===== config.mk =====
export PLATFORM = sky130hd
export DESIGN_NAME = cmd_tag_engine
export DESIGN_NICKNAME = d
export VERILOG_FILES = /design/src/rtl/cmd_tag_engine.sv
export SDC_FILE = /design/constraint.sdc
export NUM_CORES = 1
export LEC_CHECK = 0
export CORE_MARGIN = 2
export CORE_UTILIZATION = 53
export CTS_CLUSTER_SIZE = 25
export DETAILED_ROUTE_END_ITERATION = 12
export GPL_TIMING_DRIVEN = 0
export PLACE_DENSITY = 0.86
export SLEW_MARGIN = 20
export SYNTH_ARGS = -nofsm -noshare
export SYNTH_HDL_FRONTEND = slang
export SYNTH_SLANG_ARGS = --single-unit

===== constraint.sdc =====
create_clock -name clock -period 6.5 [get_ports clock]
set_input_delay 0.975 -clock clock [delete_from_list [all_inputs] [get_ports clock]]
set_output_delay 0.975 -clock clock [all_outputs]
set_load 0.01 [all_outputs]

===== src/rtl/cmd_tag_engine.sv =====
// Tagged read-command issuer: streams num_lines commands at CMD_SIZE stride, tracks
// outstanding tags and credits, retires tags on responses. Optional macro: PARITY_CHECK_EN.
module cmd_tag_engine #(
  parameter int          NUM_TAGS = 4,
  parameter int          CMD_SIZE = 128,
  parameter logic [12:0] CMD_CODE = 13'h0A00
) (
  input  logic        clock,
  input  logic        reset,
  input  logic        enable,
  input  logic        start,
  input  logic [0:63] base_ea,
  input  logic [0:15] num_lines,
  output logic        ah_cvalid,
  output logic [0:7]  ah_ctag,
  output logic        ah_ctagpar,
  output logic [0:12] ah_com,
  output logic        ah_compar,
  output logic [0:63] ah_cea,
  output logic        ah_ceapar,
  output logic [0:11] ah_csize,
  output logic [0:2]  ah_cabt,
  output logic [0:15] ah_cch,
  input  logic [0:7]  ha_croom,
  input  logic        ha_rvalid,
  input  logic [0:7]  ha_rtag,
  input  logic        ha_rtagpar,
  input  logic [0:7]  ha_response,
  output logic        busy,
  output logic        done,
  output logic        err,
  output logic [0:1]  err_code
);

  typedef enum logic [2:0] {IDLE, ISSUE, DRAIN, FINISH, ERROR} state_t;

  state_t              r_state;
  logic [0:63]         r_ea;
  logic [15:0]         r_remaining;
  logic [7:0]          r_credits;
  logic [NUM_TAGS-1:0] r_outstanding;
  logic [1:0]          r_err_code;

  logic [7:0]          w_rtag;
  logic [15:0]         w_out16;
  logic                w_tag_known;
  logic                w_par_bad;
  logic                w_rsp;
  logic                w_rsp_err;
  logic                w_rsp_ok;
  logic [1:0]          w_err_code;
  logic                w_have_free;
  logic [3:0]          w_free_tag;
  logic                w_issue;
  logic [NUM_TAGS-1:0] w_free_mask;
  logic [NUM_TAGS-1:0] w_issue_mask;
  logic [NUM_TAGS-1:0] w_out_next;
  logic [7:0]          w_credits_next;

  assign w_rtag      = ha_rtag;
  assign w_out16     = 16'(r_outstanding);
  assign w_tag_known = (w_rtag < 8'(NUM_TAGS)) && w_out16[w_rtag[3:0]];

`ifdef PARITY_CHECK_EN
  assign w_par_bad = (ha_rtagpar != ^ha_rtag);
`else
  logic w_unused_rtagpar;
  assign w_unused_rtagpar = ha_rtagpar;
  assign w_par_bad        = 1'b0;
`endif

  // Responses are only meaningful while a job is active; IDLE drops them.
  assign w_rsp      = ha_rvalid && (r_state != IDLE);
  assign w_rsp_err  = w_rsp && (w_par_bad || !w_tag_known || (ha_response != 8'h00));
  assign w_rsp_ok   = w_rsp && !w_rsp_err;
  assign w_err_code = w_par_bad ? 2'b11 : (!w_tag_known ? 2'b10 : 2'b01);

  always_comb begin
    w_have_free = 1'b0;
    w_free_tag  = 4'd0;
    for (int i = NUM_TAGS - 1; i >= 0; i--) begin
      if (!r_outstanding[i]) begin
        w_have_free = 1'b1;
        w_free_tag  = 4'(i);
      end
    end
  end

  // A bad response in the same cycle blocks the issue decision so nothing leaves after the error.
  assign w_issue = (r_state == ISSUE) && enable && (r_credits != 8'd0) && w_have_free &&
                   (r_remaining != 16'd0) && !w_rsp_err;

  assign w_free_mask    = w_rsp_ok ? (NUM_TAGS'(1) << w_rtag[3:0]) : '0;
  assign w_issue_mask   = w_issue  ? (NUM_TAGS'(1) << w_free_tag)  : '0;
  assign w_out_next     = (r_outstanding & ~w_free_mask) | w_issue_mask;
  assign w_credits_next = r_credits - {7'd0, w_issue} + {7'd0, w_rsp_ok};

  always_ff @(posedge clock) begin
    if (reset) begin
      r_state       <= IDLE;
      r_ea          <= '0;
      r_remaining   <= '0;
      r_credits     <= '0;
      r_outstanding <= '0;
      r_err_code    <= 2'b00;
      ah_cvalid     <= 1'b0;
      ah_ctag       <= '0;
      ah_com        <= '0;
      ah_cea        <= '0;
    end else begin
      ah_cvalid     <= w_issue;
      r_outstanding <= w_out_next;
      r_credits     <= w_credits_next;
      if (w_issue) begin
        ah_ctag     <= {4'b0000, w_free_tag};
        ah_com      <= CMD_CODE;
        ah_cea      <= r_ea;
        r_ea        <= r_ea + 64'(CMD_SIZE);
        r_remaining <= r_remaining - 16'd1;
      end
      case (r_state)
        IDLE: begin
          if (start) begin
            r_ea          <= base_ea;
            r_remaining   <= num_lines;
            r_credits     <= ha_croom;
            r_outstanding <= '0;
            r_state       <= (num_lines == 16'd0) ? FINISH : ISSUE;
          end
        end
        ISSUE:   if (r_remaining == 16'd0) r_state <= DRAIN;
        DRAIN:   if (w_out_next == '0) r_state <= FINISH;
        FINISH:  r_state <= IDLE;
        ERROR:   r_state <= ERROR;
        default: r_state <= IDLE;
      endcase
      // First error wins; later faults leave the recorded cause untouched.
      if (w_rsp_err && (r_state != ERROR)) begin
        r_state    <= ERROR;
        r_err_code <= w_err_code;
      end
    end
  end

  assign ah_ctagpar = ^ah_ctag;
  assign ah_compar  = ^ah_com;
  assign ah_ceapar  = ^ah_cea;
  assign ah_csize   = 12'(CMD_SIZE);
  assign ah_cabt    = 3'b000;
  assign ah_cch     = 16'h0000;
  assign busy       = (r_state != IDLE);
  assign done       = (r_state == FINISH);
  assign err        = (r_state == ERROR);
  assign err_code   = r_err_code;

endmodule


==> results.rst <==
.. list-table::
   :header-rows: 1

   * - Metric
     - Value
   * - Sequential cell area fraction in the yosys report
     - 0.367
   * - Area share of the largest cell type after synthesis
     - 0.367
   * - VDD IR-drop max
     - about 0.34 mV
   * - Area of the die
     - about 0.018 mm²
   * - Total power per unit cell area
     - approximately 350 mW/mm²
   * - Count of input and output buffers
     - 183
   * - Wire length of the first global-routing pass
     - ~45000 µm
   * - Number of clock buffers inserted by TritonCTS
     - 17
   * - Largest net degree at the start of global routing
     - 17
   * - Initial Util
     - 0.542
   * - Setup Viol. Count Final
     - 0
   * - Setup slack at placement
     - 2.35 ns
   * - Synthesized flop and latch total
     - ~170
   * - Weighted congestion at the end of routability-driven global placement
     - between 0.9 and 1
   * - Run status
     - completed
   * - Global-route congestion overflow total
     - 0
   * - Area growth, synth to finish
     - 31.8%
   * - Data arrival time of the worst path
     - between 4 and 5 ns
   * - Combined area of all synthesized cells
     - roughly 0.0090 mm²
   * - Post-Syn Instances
     - 1151
   * - Total wire length after detailed routing
     - about 30000 µm
   * - Fraction of layout cells with a size suffix above 1
     - 0.0743
   * - HPWL reported at the end of detailed placement
     - 21600 µm
   * - Number of warnings printed during yosys synthesis
     - 0
   * - Setup repair bufs after CTS
     - 0
   * - Synth Flop Type
     - sky130_fd_sc_hd__dfxtp_1
   * - Max-slew violations
     - 0
   * - Maximum buffer depth of the clock tree
     - 2
   * - Number of nets in the finished design
     - around 1500
   * - Core Rows
     - 47
   * - Number of endpoints with negative hold slack in the final report
     - 0
   * - Final worst-path setup slack
     - 2.24 ns
   * - Fraction of registers with async set or reset after synthesis
     - 0
   * - Number of resized instances in the post-cts repair step
     - 0
   * - Total via count in the routed design
     - roughly 9600
   * - Critical path endpoint category
     - register
   * - All-layer global routing usage
     - 0.318
   * - Clock slew at reported path FFs
     - around 0.06 ns
   * - Highest fanout seen on the critical path
     - 10
   * - Count of flip-flops with a built-in enable after synthesis
     - 0
   * - Ports placed on the boundary
     - 235
   * - Maximum capacitance violations
     - 0
   * - Minimum clock period after layout
     - about 4.3 ns
   * - Worst min-delay path category
     - register to register
   * - Number of antenna violations at the first check in global routing
     - 0
   * - CP startpoint kind
     - register
   * - Clock tree root buffer cell
     - sky130_fd_sc_hd__clkbuf_16
   * - Hold_buf cts
     - 0
   * - Timing-limited maximum frequency
     - between 200 and 250 MHz
   * - Remaining antenna violation count
     - 0
   * - Leakage Power
     - 4.17 nW
   * - Number of detailed-route iterations in the first pass
     - 7
   * - Drt drc
     - 0
   * - Mean Syn Cell Area
     - about 7.8 µm²
   * - Die height
     - 134 µm
   * - Clock tree from TritonCTS
     - built
   * - Transition time at the pin with the least slew margin
     - between 0.8 and 0.9 ns
   * - Routed wirelength normalized by instance count
     - approximately 18 µm
   * - Placeable Area
     - approximately 0.017 mm²
   * - Worst skew pair latency
     - 0.44 ns
   * - Overall die width
     - roughly 130 µm
   * - Number of global-route vias before repair
     - roughly 8900
   * - # H-tree levels
     - 4
   * - Detailed Route Iter0 Violations
     - ~1400
   * - Worst endpoint required time
     - between 6 and 7 ns
   * - Total power
     - roughly 4.2 mW
   * - Worst clock skew
     - approximately 0.0082 ns
   * - Count of cell types in the netlist
     - 62
   * - Drt via density
     - 5.90
   * - Final worst-path cycle share
     - 0.656
   * - Top cells by area in the synthesized netlist
     - sky130_fd_sc_hd__dfxtp_1 37%, sky130_fd_sc_hd__nand2_1 8.3%, sky130_fd_sc_hd__xnor2_1 7.0%, sky130_fd_sc_hd__a21oi_1 4.9%, sky130_fd_sc_hd__nor2_1 4.6%
   * - RSZ-0062 raised after global routing
     - no
   * - Worst setup path class
     - register to register
   * - Leading area contributor after synthesis
     - sky130_fd_sc_hd__dfxtp_1
   * - Relative max-transition margin
     - 0.443
   * - Sinks on Clock Net
     - roughly 170
   * - Setup TNS
     - 0 ns
==> placed cells by master, fill, tap and decap left out, types with 15 or more instances in the layout <==
master                            count
sky130_fd_sc_hd__nand2_1            200
sky130_fd_sc_hd__clkdlybuf4s50_1    183
sky130_fd_sc_hd__dfxtp_1            165
sky130_fd_sc_hd__nor2_1             110
sky130_fd_sc_hd__a21oi_1             88
sky130_fd_sc_hd__xnor2_1             72
sky130_fd_sc_hd__clkbuf_1            59
sky130_fd_sc_hd__a211oi_1            54
sky130_fd_sc_hd__buf_4               51
sky130_fd_sc_hd__conb_1              49
sky130_fd_sc_hd__nand4_1             33
sky130_fd_sc_hd__nand3_1             33
sky130_fd_sc_hd__nor4_1              31
sky130_fd_sc_hd__xor2_1              29
sky130_fd_sc_hd__inv_1               25
sky130_fd_sc_hd__nor3_1              23
sky130_fd_sc_hd__clkbuf_16           17
sky130_fd_sc_hd__and4_1              16
sky130_fd_sc_hd__o21ai_0             16
sky130_fd_sc_hd__a311oi_1            15
==> area by class of cell <==
class,count,area (µm²)
Fill cell,1336,4730
Multi-Input combinational cell,883,5090
Inverter,25,93.8
Antenna cell,1,2.50
Timing Repair Buffer,183,1830
Tap cell,220,275
Clock buffer,23,508
Sequential cell,165,3300
Clock inverter,9,68.8
Buffer,125,682
==> per-stage QoR <==
step / std cells / utilization / hold slack [ns] / area (µm²)
final: 1634 / 0.715 / 0.455 / 11900
after global routing: 1633 / 0.715 / 0.475 / 11900
after CTS: 1633 / 0.715 / 0.457 / 11900
after detailed placement: 1601 / 0.680 / 0.448 / 11300
after global placement: 1601 / 0.680 / 0.438 / 11300
after floorplan: 1198 / - / 0.432 / 9170
==> cells by family (layout without fill, tap and decap cells) <==
| family | Yosys count | after routing | synth area share |
|---|---|---|---|
| buffers and inverters | 150 | 365 | 0.0863 |
| flip-flops | 165 | 165 | 0.367 |
| adder cells (fa/ha/maj) | 13 | 13 | 0.0189 |
| AND/OR/NAND/NOR | 505 | 505 | 0.267 |
| XOR/XNOR | 101 | 101 | 0.0984 |
| other | 2 | 50 | 0.000835 |
| multiplexers | 3 | 3 | 0.00473 |
| AO/OA/AOI/OAI | 212 | 212 | 0.156 |
==> state kept, by name (all words and copies together), names as in the netlist <==
register,flops
r_state,3
r_remaining,16
r_outstanding,4
r_ea,64
ah_cvalid,1
ah_com,1
ah_ctag,2
r_credits,8
err_code,2
ah_cea,64
==> synth_stat cells (all sizes together) (2+ instances only) <==
master,instances
nand3,34
o41ai,2
a211oi,54
and3,14
nand2b,2
mux2i,2
or4,9
o21bai,4
nor4b,3
o21ai,16
or3,13
nor4,31
nor3b,4
clkbuf,59
and2,6
a311oi,16
buf,66
inv,25
xor2,29
nor2,110
conb,2
or3b,2
a21o,3
nor3,23
ha,12
a32oi,4
o31ai,7
nand4,33
nand2,201
dfxtp,165
and4,16
xnor2,72
a21oi,88
a2111oi,4
==> final timing paths <==
path | startpoint | end | slack (ns) | cells past startpoint
min reg2reg | r_ea[63] | ah_cea[63] | 0.45 | 2
max | r_remaining[1] | r_credits[6] | 2.24 | 17
max reg2reg | r_remaining[1] | r_credits[6] | 2.24 | 17
min | r_ea[63] | ah_cea[63] | 0.45 | 2
==> power breakdown <==
part           switching, mW  leakage (nW)  internal (mW)
logic                   1.01          2.54          0.720
clock network          0.430         0.282          0.552
registers              0.248          1.35           1.23
==> layer usage <==
layer,track usage,share of wire,up-vias
met5,0,0,-
met3,0.0506,0.11,137
met2,0.513,0.46,653
met1,0.416,0.38,4394
li1,-,-,4456
met4,0.155,0.047,0
==> worst max-delay path: stages (launching register included) <==
cell,delay [ns]
sky130_fd_sc_hd__dfxtp_1,0.33
sky130_fd_sc_hd__inv_1,0.07
sky130_fd_sc_hd__ha_1,0.18
sky130_fd_sc_hd__or3b_2,0.48
sky130_fd_sc_hd__or3_1,0.46
sky130_fd_sc_hd__o311a_1,0.42
sky130_fd_sc_hd__buf_2,0.23
sky130_fd_sc_hd__buf_2,0.24
sky130_fd_sc_hd__nand2_1,0.16
sky130_fd_sc_hd__nand2_1,0.08
sky130_fd_sc_hd__ha_1,0.20
sky130_fd_sc_hd__fa_1,0.40
sky130_fd_sc_hd__a21oi_1,0.20
sky130_fd_sc_hd__o21bai_1,0.12
sky130_fd_sc_hd__a21oi_1,0.17
sky130_fd_sc_hd__o21bai_1,0.10
sky130_fd_sc_hd__xnor2_1,0.18
sky130_fd_sc_hd__o22ai_1,0.10
Note: power is estimated with default switching activity, not from simulation.
